$ cat src/rtl/dpram_fifo_ctrl_pkg.sv
// Shared definitions for the dual-port-RAM FIFO: pointer width helper and
// the streaming handshake convention used on both FIFO sides.
package dpram_fifo_ctrl_pkg;

    // Handshake: a word moves on a rising edge where valid && ready are both 1.
    // Valid never depends on ready, and ready never depends on valid.
    function automatic int fifo_ptr_w(input int addr_width);
        return addr_width + 1;
    endfunction

    localparam int DEFAULT_ADDR_WIDTH = 4;
    localparam int DEFAULT_DATA_WIDTH = 32;

endpackage

$ cat src/rtl/dpram_fifo.sv
// FIFO wrapper: controller plus the simple dual-port RAM, bypass disabled
// so a pushed word only appears after the write edge.
module dpram_fifo
    import dpram_fifo_ctrl_pkg::*;
#(
    parameter int ADDR_WIDTH   = DEFAULT_ADDR_WIDTH,
    parameter int DATA_WIDTH   = DEFAULT_DATA_WIDTH,
    parameter int AFULL_THRESH = 2 ** ADDR_WIDTH - 2
) (
    input  logic                  clk,
    input  logic                  rst_n,
    input  logic                  flush,
    input  logic                  s_valid,
    output logic                  s_ready,
    input  logic [DATA_WIDTH-1:0] s_data,
    output logic                  m_valid,
    input  logic                  m_ready,
    output logic [DATA_WIDTH-1:0] m_data,
    output logic [ADDR_WIDTH:0]   count,
    output logic                  almost_full
);

    logic [ADDR_WIDTH-1:0] ram_waddr, ram_raddr;
    logic                  ram_we;
    logic [DATA_WIDTH-1:0] ram_din, ram_dout;

    dpram_fifo_ctrl #(
        .ADDR_WIDTH  (ADDR_WIDTH),
        .DATA_WIDTH  (DATA_WIDTH),
        .AFULL_THRESH(AFULL_THRESH)
    ) u_ctrl (
        .clk        (clk),
        .rst_n      (rst_n),
        .flush      (flush),
        .s_valid    (s_valid),
        .s_ready    (s_ready),
        .s_data     (s_data),
        .m_valid    (m_valid),
        .m_ready    (m_ready),
        .m_data     (m_data),
        .count      (count),
        .almost_full(almost_full),
        .ram_waddr  (ram_waddr),
        .ram_we     (ram_we),
        .ram_din    (ram_din),
        .ram_raddr  (ram_raddr),
        .ram_dout   (ram_dout)
    );

    dpram_ram #(
        .ADDR_WIDTH   (ADDR_WIDTH),
        .DATA_WIDTH   (DATA_WIDTH),
        .ENABLE_BYPASS(1'b0)
    ) u_ram (
        .clk    (clk),
        .we_i   (ram_we),
        .waddr_i(ram_waddr),
        .din_i  (ram_din),
        .raddr_i(ram_raddr),
        .dout_o (ram_dout)
    );

endmodule

$ cat src/rtl/dpram_ram.sv
// Simple dual-port RAM: synchronous write port, asynchronous read port,
// optional write-to-read bypass.
module dpram_ram #(
    parameter int ADDR_WIDTH    = 4,
    parameter int DATA_WIDTH    = 32,
    parameter bit ENABLE_BYPASS = 1'b0
) (
    input  logic                  clk,
    input  logic                  we_i,
    input  logic [ADDR_WIDTH-1:0] waddr_i,
    input  logic [DATA_WIDTH-1:0] din_i,
    input  logic [ADDR_WIDTH-1:0] raddr_i,
    output logic [DATA_WIDTH-1:0] dout_o
);

    localparam int DEPTH = 2 ** ADDR_WIDTH;

    logic [DATA_WIDTH-1:0] mem_q [DEPTH];

    always_ff @(posedge clk) begin
        if (we_i) begin
            mem_q[waddr_i] <= din_i;
        end
    end

    generate
        if (ENABLE_BYPASS) begin : g_bypass
            assign dout_o = (we_i && (waddr_i == raddr_i)) ? din_i : mem_q[raddr_i];
        end else begin : g_no_bypass
            assign dout_o = mem_q[raddr_i];
        end
    endgenerate

endmodule

$ cat src/rtl/dpram_fifo_ctrl.sv
// First-word-fall-through FIFO controller driving an external simple
// dual-port RAM with asynchronous read.
module dpram_fifo_ctrl
    import dpram_fifo_ctrl_pkg::*;
#(
    parameter int ADDR_WIDTH   = DEFAULT_ADDR_WIDTH,
    parameter int DATA_WIDTH   = DEFAULT_DATA_WIDTH,
    parameter int AFULL_THRESH = 2 ** ADDR_WIDTH - 2
) (
    input  logic                  clk,
    input  logic                  rst_n,
    input  logic                  flush,
    input  logic                  s_valid,
    output logic                  s_ready,
    input  logic [DATA_WIDTH-1:0] s_data,
    output logic                  m_valid,
    input  logic                  m_ready,
    output logic [DATA_WIDTH-1:0] m_data,
    output logic [ADDR_WIDTH:0]   count,
    output logic                  almost_full,
    output logic [ADDR_WIDTH-1:0] ram_waddr,
    output logic                  ram_we,
    output logic [DATA_WIDTH-1:0] ram_din,
    output logic [ADDR_WIDTH-1:0] ram_raddr,
    input  logic [DATA_WIDTH-1:0] ram_dout
);

    localparam int PW = fifo_ptr_w(ADDR_WIDTH);
    localparam logic [PW-1:0] DEPTH_P = PW'(2 ** ADDR_WIDTH);
    localparam logic [PW-1:0] AFULL_P = PW'(AFULL_THRESH);

    logic [PW-1:0] wr_ptr_q, wr_ptr_d;
    logic [PW-1:0] rd_ptr_q, rd_ptr_d;
    logic          empty, full, push, pop;

    // MSB is the wrap flag: equal low bits with differing MSBs means full.
    assign empty = (wr_ptr_q == rd_ptr_q);
    assign full  = (wr_ptr_q[ADDR_WIDTH-1:0] == rd_ptr_q[ADDR_WIDTH-1:0]) &&
                   (wr_ptr_q[ADDR_WIDTH] != rd_ptr_q[ADDR_WIDTH]);

    assign s_ready = !full && !flush;
    assign m_valid = !empty && !flush;
    assign push    = s_valid && s_ready;
    assign pop     = m_valid && m_ready;

    assign count       = wr_ptr_q - rd_ptr_q;
    assign almost_full = (count >= AFULL_P);

    assign ram_we    = push;
    assign ram_waddr = wr_ptr_q[ADDR_WIDTH-1:0];
    assign ram_din   = s_data;
    assign ram_raddr = rd_ptr_q[ADDR_WIDTH-1:0];
    assign m_data    = ram_dout;

    always_comb begin
        wr_ptr_d = wr_ptr_q;
        rd_ptr_d = rd_ptr_q;
        if (flush) begin
            wr_ptr_d = '0;
            rd_ptr_d = '0;
        end else begin
            if (push) wr_ptr_d = wr_ptr_q + PW'(1);
            if (pop)  rd_ptr_d = rd_ptr_q + PW'(1);
        end
    end

    always_ff @(posedge clk or negedge rst_n) begin
        if (!rst_n) begin
            wr_ptr_q <= '0;
            rd_ptr_q <= '0;
        end else begin
            wr_ptr_q <= wr_ptr_d;
            rd_ptr_q <= rd_ptr_d;
        end
    end

    a_no_write_when_full: assert property (@(posedge clk) disable iff (!rst_n) !(ram_we && full));
    a_count_bounded:      assert property (@(posedge clk) disable iff (!rst_n) count <= DEPTH_P);
    a_no_pop_when_empty:  assert property (@(posedge clk) disable iff (!rst_n) !(pop && empty));

endmodule

$ cat config.mk
export PLATFORM = sky130hd
export DESIGN_NAME = dpram_fifo
export DESIGN_NICKNAME = d
export VERILOG_FILES = /design/src/rtl/dpram_fifo_ctrl_pkg.sv /design/src/rtl/dpram_fifo.sv /design/src/rtl/dpram_ram.sv /design/src/rtl/dpram_fifo_ctrl.sv
export SDC_FILE = /design/constraint.sdc
export NUM_CORES = 1
export LEC_CHECK = 0
export ABC_AREA = 0
export BUFFER_PORTS_ARGS = -buffer_cell sky130_fd_sc_hd__buf_4
export CORE_ASPECT_RATIO = 1.5
export CORE_UTILIZATION = 60
export DETAILED_ROUTE_END_ITERATION = 8
export PLACE_DENSITY_LB_ADDON = 0.15
export SYNTH_ARGS = -nofsm -noshare
export SYNTH_HDL_FRONTEND = slang
export SYNTH_SLANG_ARGS = --single-unit
$ cat constraint.sdc
create_clock -name clk -period 11.8 [get_ports clk]
set_clock_uncertainty 0.1 [all_clocks]
set_input_delay 1.77 -clock clk [delete_from_list [all_inputs] [get_ports clk]]
set_output_delay 1.77 -clock clk [all_outputs]
set_load 0.05 [all_outputs]
==> results.cfg <==
[setup_path]
crit_slowest_cell = buf_4
cp.required_ns = 9.93
worstSetupPathType = reg2out
cpPeakStageDelay_ns = 0.84
crit_fanout = 146
crit_arrival_ns = 3.80
crit_path_start_kind = flop
cp-end-kind = primary output
path_common_cell = buf_4
path_cells = buf_12 > buf_4 > mux4_2 > a22oi_1 > nand2_1 > buf_4
reg2reg_depth = 8

[timing]
min_period_ns = 5.67
rsz0062_at_grt = false
final.period_utilization = 0.480
relSlewSlack = 0.191
slew_violations = 0
hold_viol = 0
fin_hold_ws_ns = 0.493
max_freq_mhz = 176
worstMarginPinSlew_ns = 1.21
fin_ws_ns = 6.13
setup_viol = 0
finalSetupTns_ns = 0

[die]
ios = 77
start_util = 0.609
rows = 82
die_h_um = 227
dieArea_um2 = 34600
die_w_um = 152
core_area_um2 = 33300

[cts]
cts_sinks = 522
path_clk_slew_ns = 0.06
clkLatencyLatePin_ns = 0.55
htree_levels = 2
numCtsBuffers = 45
cts_setup_buffers = 0
tritoncts = yes
ctsRootBufferMaster = clkbuf_16
clk_path_buf_depth = 3
ctsHoldBuffers = 0
cts_resized = 0

[synth]
yosys_warnings = 0
ys_seq_area_frac = 0.770
synth_nets = 1072
avgSynthCellArea_um2 = 19.8
yosys.cell_types.count = 39
synthArstFlopShare = 0.0192
synth-edff-count = 512
netlist_instances = 1025
ys.flop_type = edfxtp_1
synth.ff_latch_count = 522
synthesis.area_um2 = 20300

[place]
portBuffers = 76
place.gp.congestion = 0.740
post-place-ws_ns = 6.68
place_hpwl_um = 21800

[detailed_routing]
wl_per_cell_um = 26.6
drtIter0Drc = 794
routed_via_density = 6.42
first_pass_iters = 7
num_vias = 10100
wl_um = 41800
antenna_left = 0
drc = 6

[power_and_ir_drop]
powerDensity_nw_per_um2 = 185
p_int_uw = 3130
p_leak_uw = 0.00734
seqPwrFrac = 0.489
power.share.clock = 0.330
switching_power_uw = 1090
combinationalPowerShare = 0.181
peakVddDrop_mv = 0.217
swShare = 0.258
power_uw = 4220

[grt]
grt_usage = 0.247
grt_pass1_vias = 10100
antenna_found_initial = 1
grt_max_degree = 147
grt_pass1_wl_um = 61600
overflow = 0

[min_path]
hold_class = reg2reg
holdPathStages = 1

[flow_run]
drv_cap = 0

[cells_and_area]
syn2layout_area_growth_pct = 12.4
fillers = 2088
final_util = 0.684
drive_gt1_frac = 0.216
fin_nets = 1164

[outcome]
status = finished with violations
violations = DRC
[cells by family (layout without fill, tap and decap cells)]
logic type | count (synthesis) | after routing | share of synthesized area
AOI/OAI and AO/OA | 109 | 109 | 0.0413
adders and majority gates | 10 | 10 | 0.00653
buffers and inverters | 64 | 187 | 0.0160
xor gates and xnor gates | 8 | 8 | 0.00438
and+or+nand+nor | 116 | 116 | 0.0261
muxes | 196 | 196 | 0.136
DFF | 522 | 522 | 0.770
other | 0 | 1 | 0
[per-layer routing]
metal	up-vias	track usage	share of wire
li1	4358	-	-
met1	5305	0.318	0.40
met2	331	0.438	0.52
met3	72	0.0306	0.048
met4	0	0.0859	0.028
met5	-	0	0
[Yosys cell counts, drive strengths merged, types with 2 or more instances]
master  count  area [um^2]
ha          9          113
inv         8         30.0
nor2b       3         18.8
xor2        5         62.6
dfrtp      10          250
edfxtp    512        15400
mux2i     131         1310
a22oi      96          721
nand2b      4         25.0
or3         2         12.5
nor3        4         20.0
clkbuf     27          104
and4        2         17.5
xnor2       3         26.3
nand2      36          135
nor2       25         93.8
a21oi       3         18.8
and2        2         12.5
nand3      36          180
buf        29          190
o21ai       4         31.3
mux4       64         1440
[area by class of cell]
cell class | instances | area (um^2) | area share
Antenna cell | 1 | 2.50 | 0.000110
Clock buffer | 58 | 1200 | 0.0524
Clock inverter | 20 | 170 | 0.00746
Inverter | 8 | 30.0 | 0.00132
Multi-Input combinational cell | 439 | 4490 | 0.197
Sequential cell | 522 | 15600 | 0.685
Tap cell | 420 | 526 | 0.0230
Timing Repair Buffer | 101 | 771 | 0.0338
[cells in the final DEF (no fill, tap or decap), types with 4 or more instances in the layout]
| master | instances |
|---|---|
| buf_4 | 100 |
| ha_1 | 9 |
| a22oi_1 | 96 |
| mux2i_1 | 131 |
| nor2_1 | 9 |
| nand2b_1 | 4 |
| inv_1 | 8 |
| nand2_1 | 36 |
| clkinv_1 | 13 |
| edfxtp_1 | 512 |
| dfrtp_1 | 7 |
| clkbuf_1 | 12 |
| nor2_2 | 4 |
| xor2_1 | 4 |
| mux4_2 | 64 |
| nor2_4 | 12 |
| nor3_2 | 4 |
| clkbuf_16 | 46 |
| nand3_1 | 36 |
[power groups by stage]
stage	Combinational (uW)	Clock, uW	Sequential [uW]
3_3_place_gp	762	0	2100
6_report	765	1390	2060
3_5_place_dp	772	0	2100
5_1_grt	815	1480	2060
2_1_floorplan	592	0	2100
4_1_cts	774	1410	2060
[registers in the layout, summed over array words and instances, names as in the netlist]
signal	flops
u_ctrl.rd_ptr_q	5
u_ctrl.wr_ptr_q	5
u_ram.mem_q	512
[worst paths after layout]
path | start | endpoint | slack, ns
max in group asynchronous | rst_n | u_ctrl.rd_ptr_q[0] | 10.49
hold reg to reg | u_ctrl.wr_ptr_q[0] | u_ctrl.wr_ptr_q[0] | 0.49
setup / recovery | u_ctrl.rd_ptr_q[0] | m_data[19] | 6.13
min in group asynchronous | rst_n | u_ctrl.rd_ptr_q[2] | 0.94
hold / removal | u_ctrl.wr_ptr_q[0] | u_ctrl.wr_ptr_q[0] | 0.49
setup reg to reg | u_ctrl.rd_ptr_q[2] | u_ram.mem_q[4][1] | 7.54
[per-stage QoR]
stage	cell area, um^2	cells
final	22800	1569
after global routing	22800	1569
after CTS	22800	1568
after detailed placement	21400	1490
after global placement	21400	1490
after floorplan	20300	1025
[critical path, delay by kind of cell (launching register included)]
kind	cells	cell delay, ns
flip-flops	1	0.42
buffers and inverters	3	1.79
AND/OR/NAND/NOR	1	0.08
multiplexers	1	0.59
AO/OA/AOI/OAI	1	0.21
No activity file was read; power rests on OpenSTA's default activity.
